<file path="config.mk">
export PLATFORM = sky130hd
export DESIGN_NAME = mem_arbiter_flat
export DESIGN_NICKNAME = d
export VERILOG_FILES = /design/src/rtl/mem_arbiter_if.sv /design/src/rtl/mem_arbiter.sv /design/src/flat_wrapper.sv
export SDC_FILE = /design/constraint.sdc
export NUM_CORES = 1
export LEC_CHECK = 0
export CAP_MARGIN = 30
export CORE_AREA = 2 2 178 180
export DETAILED_ROUTE_END_ITERATION = 6
export DIE_AREA = 0 0 180 182
export PLACE_DENSITY = 0.56
export SYNTH_ARGS = -nofsm -noshare
export SYNTH_HDL_FRONTEND = slang
export SYNTH_SLANG_ARGS = --single-unit
</file>
<file path="constraint.sdc">
create_clock -name clock -period 11.05 [get_ports clock]
set_clock_uncertainty 0.05 [all_clocks]
set_input_delay 2.21 -clock clock [delete_from_list [all_inputs] [get_ports clock]]
set_output_delay 2.21 -clock clock [all_outputs]
set_load 0.05 [all_outputs]
</file>
<file path="src/rtl/mem_arbiter_if.sv">
// mem_arbiter_if: bundles the icache, dcache, memory-side and status signals
// of the memory arbiter.
//   slave  modport: the arbiter's view. It takes in the requester commands and
//                   the memory responses. It drives out the per-requester
//                   responses/returns, the memory request and the status.
//   master modport: the environment's view, with every direction reversed.
interface mem_arbiter_if #(
  parameter int XLEN = 32
);
  // icache side
  logic [1:0]      ic_command;
  logic [XLEN-1:0] ic_addr;
  logic [3:0]      ic_response;
  logic [63:0]     ic_rdata;
  logic [3:0]      ic_rtag;
  // dcache side
  logic [1:0]      dc_command;
  logic [XLEN-1:0] dc_addr;
  logic [63:0]     dc_wdata;
  logic [1:0]      dc_size;
  logic [3:0]      dc_response;
  logic [63:0]     dc_rdata;
  logic [3:0]      dc_rtag;
  // memory side
  logic [1:0]      proc2mem_command;
  logic [XLEN-1:0] proc2mem_addr;
  logic [63:0]     proc2mem_data;
  logic [1:0]      proc2mem_size;
  logic [3:0]      mem2proc_response;
  logic [63:0]     mem2proc_data;
  logic [3:0]      mem2proc_tag;
  // status
  logic [4:0]      ic_outstanding;
  logic [4:0]      dc_outstanding;
  logic            spurious_tag;

  modport slave (
    input  ic_command, ic_addr, dc_command, dc_addr, dc_wdata, dc_size,
           mem2proc_response, mem2proc_data, mem2proc_tag,
    output ic_response, ic_rdata, ic_rtag, dc_response, dc_rdata, dc_rtag,
           proc2mem_command, proc2mem_addr, proc2mem_data, proc2mem_size,
           ic_outstanding, dc_outstanding, spurious_tag
  );

  modport master (
    output ic_command, ic_addr, dc_command, dc_addr, dc_wdata, dc_size,
           mem2proc_response, mem2proc_data, mem2proc_tag,
    input  ic_response, ic_rdata, ic_rtag, dc_response, dc_rdata, dc_rtag,
           proc2mem_command, proc2mem_addr, proc2mem_data, proc2mem_size,
           ic_outstanding, dc_outstanding, spurious_tag
  );
endinterface

</file>
<file path="src/rtl/mem_arbiter.sv">
// mem_arbiter: shares one memory port between an icache and a dcache.
//   clock, reset_n : sole clock and asynchronous active-low reset
//   bus (slave)    : icache/dcache requests and returns, the memory request
//                    and response, and the status outputs
//                    (ic/dc_outstanding, sticky spurious_tag)
// The arbiter prefers the dcache. The icache wins once it has been refused
// STARVE_LIMIT times in a row. A 16-entry owner table, indexed by memory tag,
// routes each data return to the requester that issued the load.
module mem_arbiter #(
  parameter int XLEN         = 32,
  parameter int STARVE_LIMIT = 4
) (
  input logic           clock,
  input logic           reset_n,
  mem_arbiter_if.slave  bus
);
  localparam logic [1:0] CMD_NONE   = 2'd0;
  localparam logic [1:0] CMD_LOAD   = 2'd1;
  localparam logic [1:0] CMD_STORE  = 2'd2;
  localparam logic [1:0] SIZE_WORD  = 2'd2;
  localparam logic [2:0] STARVE_MAX = 3'd7;

  // Number of valid table entries that belong to one owner (0=icache, 1=dcache).
  function automatic logic [4:0] count_owned(input logic [15:0] valid,
                                             input logic [15:0] owner,
                                             input logic        want_dc);
    logic [4:0] n;
    n = 5'd0;
    for (int i = 0; i < 16; i++) begin
      if (valid[i] && (owner[i] == want_dc)) n = n + 5'd1;
      else                                   n = n;
    end
    return n;
  endfunction

  logic [15:0] valid_q, valid_d;
  logic [15:0] owner_q, owner_d;
  logic [2:0]  starve_q, starve_d;
  logic [4:0]  ic_out_q, ic_out_d;
  logic [4:0]  dc_out_q, dc_out_d;
  logic        spurious_q, spurious_d;

  logic ic_req, dc_req, grant_ic, grant_dc, accepted, alloc;
  logic ret_live, ret_owner, ret_spurious;

  // Arbitration and memory-side forwarding. An icache STORE counts as no request.
  always_comb begin
    ic_req   = (bus.ic_command == CMD_LOAD);
    dc_req   = (bus.dc_command == CMD_LOAD) || (bus.dc_command == CMD_STORE);
    grant_ic = ic_req && (!dc_req || (int'(starve_q) >= STARVE_LIMIT));
    grant_dc = dc_req && !grant_ic;
    accepted = (bus.mem2proc_response != 4'd0);
    alloc    = accepted && (grant_ic || (grant_dc && (bus.dc_command == CMD_LOAD)));
    case ({grant_dc, grant_ic})
      2'b10: begin
        bus.proc2mem_command = bus.dc_command;
        bus.proc2mem_addr    = bus.dc_addr;
        bus.proc2mem_data    = bus.dc_wdata;
        bus.proc2mem_size    = bus.dc_size;
      end
      2'b01: begin
        bus.proc2mem_command = CMD_LOAD;
        bus.proc2mem_addr    = bus.ic_addr;
        bus.proc2mem_data    = 64'd0;
        bus.proc2mem_size    = SIZE_WORD;
      end
      default: begin
        bus.proc2mem_command = CMD_NONE;
        bus.proc2mem_addr    = {XLEN{1'b0}};
        bus.proc2mem_data    = 64'd0;
        bus.proc2mem_size    = 2'd0;
      end
    endcase
    bus.ic_response = grant_ic ? bus.mem2proc_response : 4'd0;
    bus.dc_response = grant_dc ? bus.mem2proc_response : 4'd0;
  end

  // Return routing. This uses the table as it stood before this edge, so a
  // tag returned and re-allocated in the same cycle goes to its old owner.
  always_comb begin
    ret_live     = (bus.mem2proc_tag != 4'd0) && valid_q[bus.mem2proc_tag];
    ret_owner    = owner_q[bus.mem2proc_tag];
    ret_spurious = (bus.mem2proc_tag != 4'd0) && !valid_q[bus.mem2proc_tag];
    if (ret_live && !ret_owner) begin
      bus.ic_rtag  = bus.mem2proc_tag;
      bus.ic_rdata = bus.mem2proc_data;
    end else begin
      bus.ic_rtag  = 4'd0;
      bus.ic_rdata = 64'd0;
    end
    if (ret_live && ret_owner) begin
      bus.dc_rtag  = bus.mem2proc_tag;
      bus.dc_rdata = bus.mem2proc_data;
    end else begin
      bus.dc_rtag  = 4'd0;
      bus.dc_rdata = 64'd0;
    end
    bus.ic_outstanding = ic_out_q;
    bus.dc_outstanding = dc_out_q;
    bus.spurious_tag   = spurious_q;
  end

  // Next state. The return clears its entry first, then the allocation
  // overrides it. The counters are recounted from the new table, so an
  // allocation and a return for the same owner cancel out.
  always_comb begin
    valid_d = valid_q;
    owner_d = owner_q;
    if (ret_live) valid_d[bus.mem2proc_tag] = 1'b0;
    else          valid_d = valid_d;
    if (alloc) begin
      valid_d[bus.mem2proc_response] = 1'b1;
      owner_d[bus.mem2proc_response] = grant_dc;
    end else begin
      owner_d = owner_d;
    end
    if (!ic_req)                    starve_d = starve_q;
    else if (grant_ic && accepted)  starve_d = 3'd0;
    else if (starve_q == STARVE_MAX) starve_d = starve_q;
    else                            starve_d = starve_q + 3'd1;
    spurious_d = spurious_q | ret_spurious;
    ic_out_d   = count_owned(valid_d, owner_d, 1'b0);
    dc_out_d   = count_owned(valid_d, owner_d, 1'b1);
  end

  // State registers, cleared asynchronously by reset_n.
  always_ff @(posedge clock or negedge reset_n) begin
    if (!reset_n) begin
      valid_q    <= 16'd0;
      owner_q    <= 16'd0;
      starve_q   <= 3'd0;
      ic_out_q   <= 5'd0;
      dc_out_q   <= 5'd0;
      spurious_q <= 1'b0;
    end else begin
      valid_q    <= valid_d;
      owner_q    <= owner_d;
      starve_q   <= starve_d;
      ic_out_q   <= ic_out_d;
      dc_out_q   <= dc_out_d;
      spurious_q <= spurious_d;
    end
  end
endmodule

</file>
<file path="src/flat_wrapper.sv">
// flat-port wrapper written by rule: the top's interface ports become plain ports
module mem_arbiter_flat 
#(
  parameter int XLEN         = 32,
  parameter int STARVE_LIMIT = 4
)
  (clock, reset_n, bus_ic_command, bus_ic_addr, bus_dc_command, bus_dc_addr, bus_dc_wdata, bus_dc_size, bus_mem2proc_response, bus_mem2proc_data, bus_mem2proc_tag, bus_ic_response, bus_ic_rdata, bus_ic_rtag, bus_dc_response, bus_dc_rdata, bus_dc_rtag, bus_proc2mem_command, bus_proc2mem_addr, bus_proc2mem_data, bus_proc2mem_size, bus_ic_outstanding, bus_dc_outstanding, bus_spurious_tag);
  mem_arbiter_if #(.XLEN(XLEN)) bus_i ();
  input logic clock;
  input logic reset_n;
  input wire logic [$bits(bus_i.ic_command)-1:0] bus_ic_command;
  input wire logic [$bits(bus_i.ic_addr)-1:0] bus_ic_addr;
  input wire logic [$bits(bus_i.dc_command)-1:0] bus_dc_command;
  input wire logic [$bits(bus_i.dc_addr)-1:0] bus_dc_addr;
  input wire logic [$bits(bus_i.dc_wdata)-1:0] bus_dc_wdata;
  input wire logic [$bits(bus_i.dc_size)-1:0] bus_dc_size;
  input wire logic [$bits(bus_i.mem2proc_response)-1:0] bus_mem2proc_response;
  input wire logic [$bits(bus_i.mem2proc_data)-1:0] bus_mem2proc_data;
  input wire logic [$bits(bus_i.mem2proc_tag)-1:0] bus_mem2proc_tag;
  output wire logic [$bits(bus_i.ic_response)-1:0] bus_ic_response;
  output wire logic [$bits(bus_i.ic_rdata)-1:0] bus_ic_rdata;
  output wire logic [$bits(bus_i.ic_rtag)-1:0] bus_ic_rtag;
  output wire logic [$bits(bus_i.dc_response)-1:0] bus_dc_response;
  output wire logic [$bits(bus_i.dc_rdata)-1:0] bus_dc_rdata;
  output wire logic [$bits(bus_i.dc_rtag)-1:0] bus_dc_rtag;
  output wire logic [$bits(bus_i.proc2mem_command)-1:0] bus_proc2mem_command;
  output wire logic [$bits(bus_i.proc2mem_addr)-1:0] bus_proc2mem_addr;
  output wire logic [$bits(bus_i.proc2mem_data)-1:0] bus_proc2mem_data;
  output wire logic [$bits(bus_i.proc2mem_size)-1:0] bus_proc2mem_size;
  output wire logic [$bits(bus_i.ic_outstanding)-1:0] bus_ic_outstanding;
  output wire logic [$bits(bus_i.dc_outstanding)-1:0] bus_dc_outstanding;
  output wire logic [$bits(bus_i.spurious_tag)-1:0] bus_spurious_tag;
  assign bus_i.ic_command = bus_ic_command;
  assign bus_i.ic_addr = bus_ic_addr;
  assign bus_i.dc_command = bus_dc_command;
  assign bus_i.dc_addr = bus_dc_addr;
  assign bus_i.dc_wdata = bus_dc_wdata;
  assign bus_i.dc_size = bus_dc_size;
  assign bus_i.mem2proc_response = bus_mem2proc_response;
  assign bus_i.mem2proc_data = bus_mem2proc_data;
  assign bus_i.mem2proc_tag = bus_mem2proc_tag;
  assign bus_ic_response = bus_i.ic_response;
  assign bus_ic_rdata = bus_i.ic_rdata;
  assign bus_ic_rtag = bus_i.ic_rtag;
  assign bus_dc_response = bus_i.dc_response;
  assign bus_dc_rdata = bus_i.dc_rdata;
  assign bus_dc_rtag = bus_i.dc_rtag;
  assign bus_proc2mem_command = bus_i.proc2mem_command;
  assign bus_proc2mem_addr = bus_i.proc2mem_addr;
  assign bus_proc2mem_data = bus_i.proc2mem_data;
  assign bus_proc2mem_size = bus_i.proc2mem_size;
  assign bus_ic_outstanding = bus_i.ic_outstanding;
  assign bus_dc_outstanding = bus_i.dc_outstanding;
  assign bus_spurious_tag = bus_i.spurious_tag;
  mem_arbiter #(.XLEN(XLEN), .STARVE_LIMIT(STARVE_LIMIT)) u_core (.clock(clock), .reset_n(reset_n), .bus(bus_i));
endmodule
</file>
==> results.ini, run 1 <==
[logic_synthesis]
ys_ff_latch = 46
synth_flop_cell = dfrtp_1
synth_cell_types = 82
synth_area_per_cell_sq_um = 7.36
synth_area_leaders = dfrtp_1, and2_1, xnor2_1, nand2_1, and3_1
synthArstFlopShare_pct = 100
yosysTopAreaCell = dfrtp_1
synth_top_area_share_pct = 14.3
synth.cell_area_sq_um = 8050
yosysWarnings = 0
syn-instance-count = 1093
syn_nets = 1338
ys_seq_area_share_pct = 14.3
synth-edff-count = 0

[cts]
htreeDepth = 2
cts_sinks = 46
cts_tree = done
clockBufferDepth = 2
cts_made_buffers = 5
clk_pin_slew_worst_paths_ps = 80
cts_hold_buf = 0
clock_latency_ps = 300
cts_root_buffer = clkbuf_16

[pwr]
power_leakage_nw = 5.88
irDropWorstVdd_v = 0.000126
power_density_nw_per_um2 = 197

[run_status]
status = complete, no violations

[timing]
slew_headroom_pct = 27.3
final-setup-viol-count = 0
slew_viol_final = 0
post-route-min-period_ps = 10640
setup_tns_ps = 0
hold_ws_ps = 404
max_freq_mhz = 94.0
worstMarginPinSlew_ps = 1060
timing.final.crit_share_pct = 96.3
final_hold_viol_count = 0

[global_route]
first_global_vias = 9115
track_usage_pct = 19.4
grt_max_degree = 104
antenna_found_initial = 0
grt_pass1_wl_mm = 51.2
grt_overflow = 0

[route]
ant_nets = 0
vias = 9445
dr.pass1.iters = 5
first_iter_violations = 532
drc = 0
vias_per_cell = 4.80
drt-wirelength-per-cell_um = 17.1
drt-total-wl_mm = 33.7

[critical_path]
reg2regPathDepth = 44
required_ps = 11230
criticalPathCategory = primary input to flip-flop
crit_path_max_fanout = 4
r2r_start = u_core.starve_q[2]
crit_start = bus_ic_command[1]
critPathArrivalTime_ps = 10810
ff2ff_setup_slack_ps = 2430
end_kind = flip-flop
regToRegEndpoint = u_core.bus.dc_outstanding[4]
slowest_delay_ps = 520
start_kind = primary input
critical_path.endpoint = u_core.bus.dc_outstanding[4]
cp_common_cell = ha_4
slowest_stage = or4_1

[floorplan]
core_area_sq_um = 31000
initial_utilization_pct = 26.0
die_area_sq_um = 32800
rows = 65
die_h_um = 182
die_x_um = 180
io_pins = 463

[cells_and_area]
drive_above_1_share_pct = 11.2
areaGrowthSynthToFinish_pct = 73.7
nets = 1810
finalInstanceArea_sq_um = 14000

[placed_design]
io_buffers = 462
post-dp-hpwl_mm = 27.9
routabilityCongestion = 0.850
placed_area_sq_um = 13400

[flow_run]
drv_cap = 0

[min_path]
min_path_type = flip-flop to flip-flop

[worst min-delay path by stage]
| stage | startpoint | end | slack (ps) | cells past startpoint |
|---|---|---|---|---|
| 2_1_floorplan | u_core.valid_q[0] | u_core.valid_q[0] | 400 | 1 |
| 3_3_place_gp | u_core.owner_q[0] | u_core.owner_q[0] | 370 | 0 |
| 3_5_place_dp | u_core.valid_q[0] | u_core.valid_q[0] | 380 | 0 |
| 4_1_cts | u_core.valid_q[0] | u_core.valid_q[0] | 400 | 0 |
| 5_1_grt | u_core.owner_q[0] | u_core.owner_q[0] | 420 | 0 |
| 6_report | u_core.owner_q[0] | u_core.owner_q[0] | 400 | 0 |
[synth_stat cells, types with 4 or more instances]
cell and number:
nand2_1 155, and2_1 141, and3_1 89, o21ai_0 85, xnor2_1 71, nor2_1 55, clkbuf_1 53, dfrtp_1 46
inv_1 39, ha_1 37, xor2_1 31, mux2i_1 25, a21oi_1 24, nand3_1 21, nand2b_1 14, nor3_1 13
mux2_2 10, mux4_2 10, nor2b_1 10, a21o_1 9, o31ai_1 9, a211oi_1 7, a211o_1 6, a31oi_1 6
nand4_1 6, o22ai_1 6, a221oi_1 5, buf_2 5, nand3b_1 5, o211ai_1 5, o21ai_1 5, o21bai_1 5
a22o_1 4, o22ai_2 4, or2_2 4, or3_1 4, xnor3_1 4
[layer usage]
metal	part of all wire, %	GRT usage [%]	up-vias
li1	-	-	4730
met1	42	23.9	4338
met2	51	35.6	353
met3	5.9	3.71	24
met4	1.2	2.73	0
met5	0	0	-
[placed cells by master (no fill, tap or decap), types with 7 or more instances in the layout]
cell type / n
buf_4: 64
nand2b_1: 12
a21o_1: 9
clkdlybuf4s50_1: 459
inv_1: 34
mux2i_1: 25
and3_1: 89
nor2b_1: 10
ha_4: 8
o21ai_0: 78
mux4_2: 10
nand3_1: 20
ha_1: 28
and2_1: 140
xnor2_1: 64
nor2_1: 49
mux2_2: 7
xor2_1: 31
nor3_1: 13
o21ai_1: 9
dfrtp_1: 46
nand2_1: 151
a21oi_1: 21
o31ai_1: 7
xnor2_2: 8
[cell families (layout without fill, tap and decap cells)]
group                      count (synthesis)  in the layout  share of synthesized area [%]
buffers and inverters                    103            576                           5.12
adders and majority gates                 37             37                           5.75
other                                      0              1                              0
xor gates and xnor gates                 114            114                           14.8
DFF                                       46             46                           14.3
AOI/OAI and AO/OA                        208            208                           17.0
muxes                                     45             45                           7.31
and+or+nand+nor                          540            540                           35.8
[power breakdown]
part / internal (W) / switching, W / total [W]
combinational: 0.00102 / 0.00130 / 0.00232
sequential: 0.000213 / 0.0000310 / 0.000244
clock: 0.000109 / 0.0000748 / 0.000183
[critical path: cells and delay by family]
family,cells,cell delay [ps]
and+or+nand+nor,6,1040
AOI/OAI and AO/OA,14,2250
buffers and inverters,5,800
adders and majority gates,9,2360
xor gates and xnor gates,6,1090
muxes,5,1010
[layout make-up]
type                    count  area (sq um)
diodes                      1          2.50
clock buffers               5           125
clock inverters             3          48.8
fillers                  3107         17000
inverters                  39           146
multi-input cells         944          6830
flip-flops and latches     46          1150
well taps                 402           503
repair buffers            529          5170
[per-stage QoR]
| stage | power (W) | cells | utilization (%) | worst slack [ps] |
|---|---|---|---|---|
| after CTS | 0.00258 | 1959 | 43.9 | 57.3 |
| after floorplan | 0.00175 | 1093 | - | 1.53 |
| after global placement | 0.00235 | 1948 | 43.1 | 18.2 |
| final | 0.00275 | 1969 | 45.1 | 414 |
| after global routing | 0.00298 | 1968 | 45.1 | -63.3 |
| after detailed placement | 0.00238 | 1951 | 43.3 | -225 |
[sequential cells by signal (all words and copies together), names as in the netlist]
name	cells
u_core.owner_q	16
u_core.valid_q	16
u_core.starve_q	3
u_core.bus.ic_outstanding	5
u_core.bus.spurious_tag	1
u_core.bus.dc_outstanding	5
[timing repair]
action,CTS,global route
endpoints found under the setup margin,0,8
resized for setup,0,62
buffers inserted,0,9
Note: power is estimated with default switching activity, not from simulation.
==> run 2: changes to the inputs <==
--- a/config.mk
+++ b/config.mk
@@ -10,6 +10,7 @@
 export DETAILED_ROUTE_END_ITERATION = 6
 export DIE_AREA = 0 0 180 182
 export PLACE_DENSITY = 0.56
+export SLEW_MARGIN = 0
 export SYNTH_ARGS = -nofsm -noshare
 export SYNTH_HDL_FRONTEND = slang
 export SYNTH_SLANG_ARGS = --single-unit
==> results of run 2 <==
The final DEF is identical to that of run 1; final timing and power are the same.
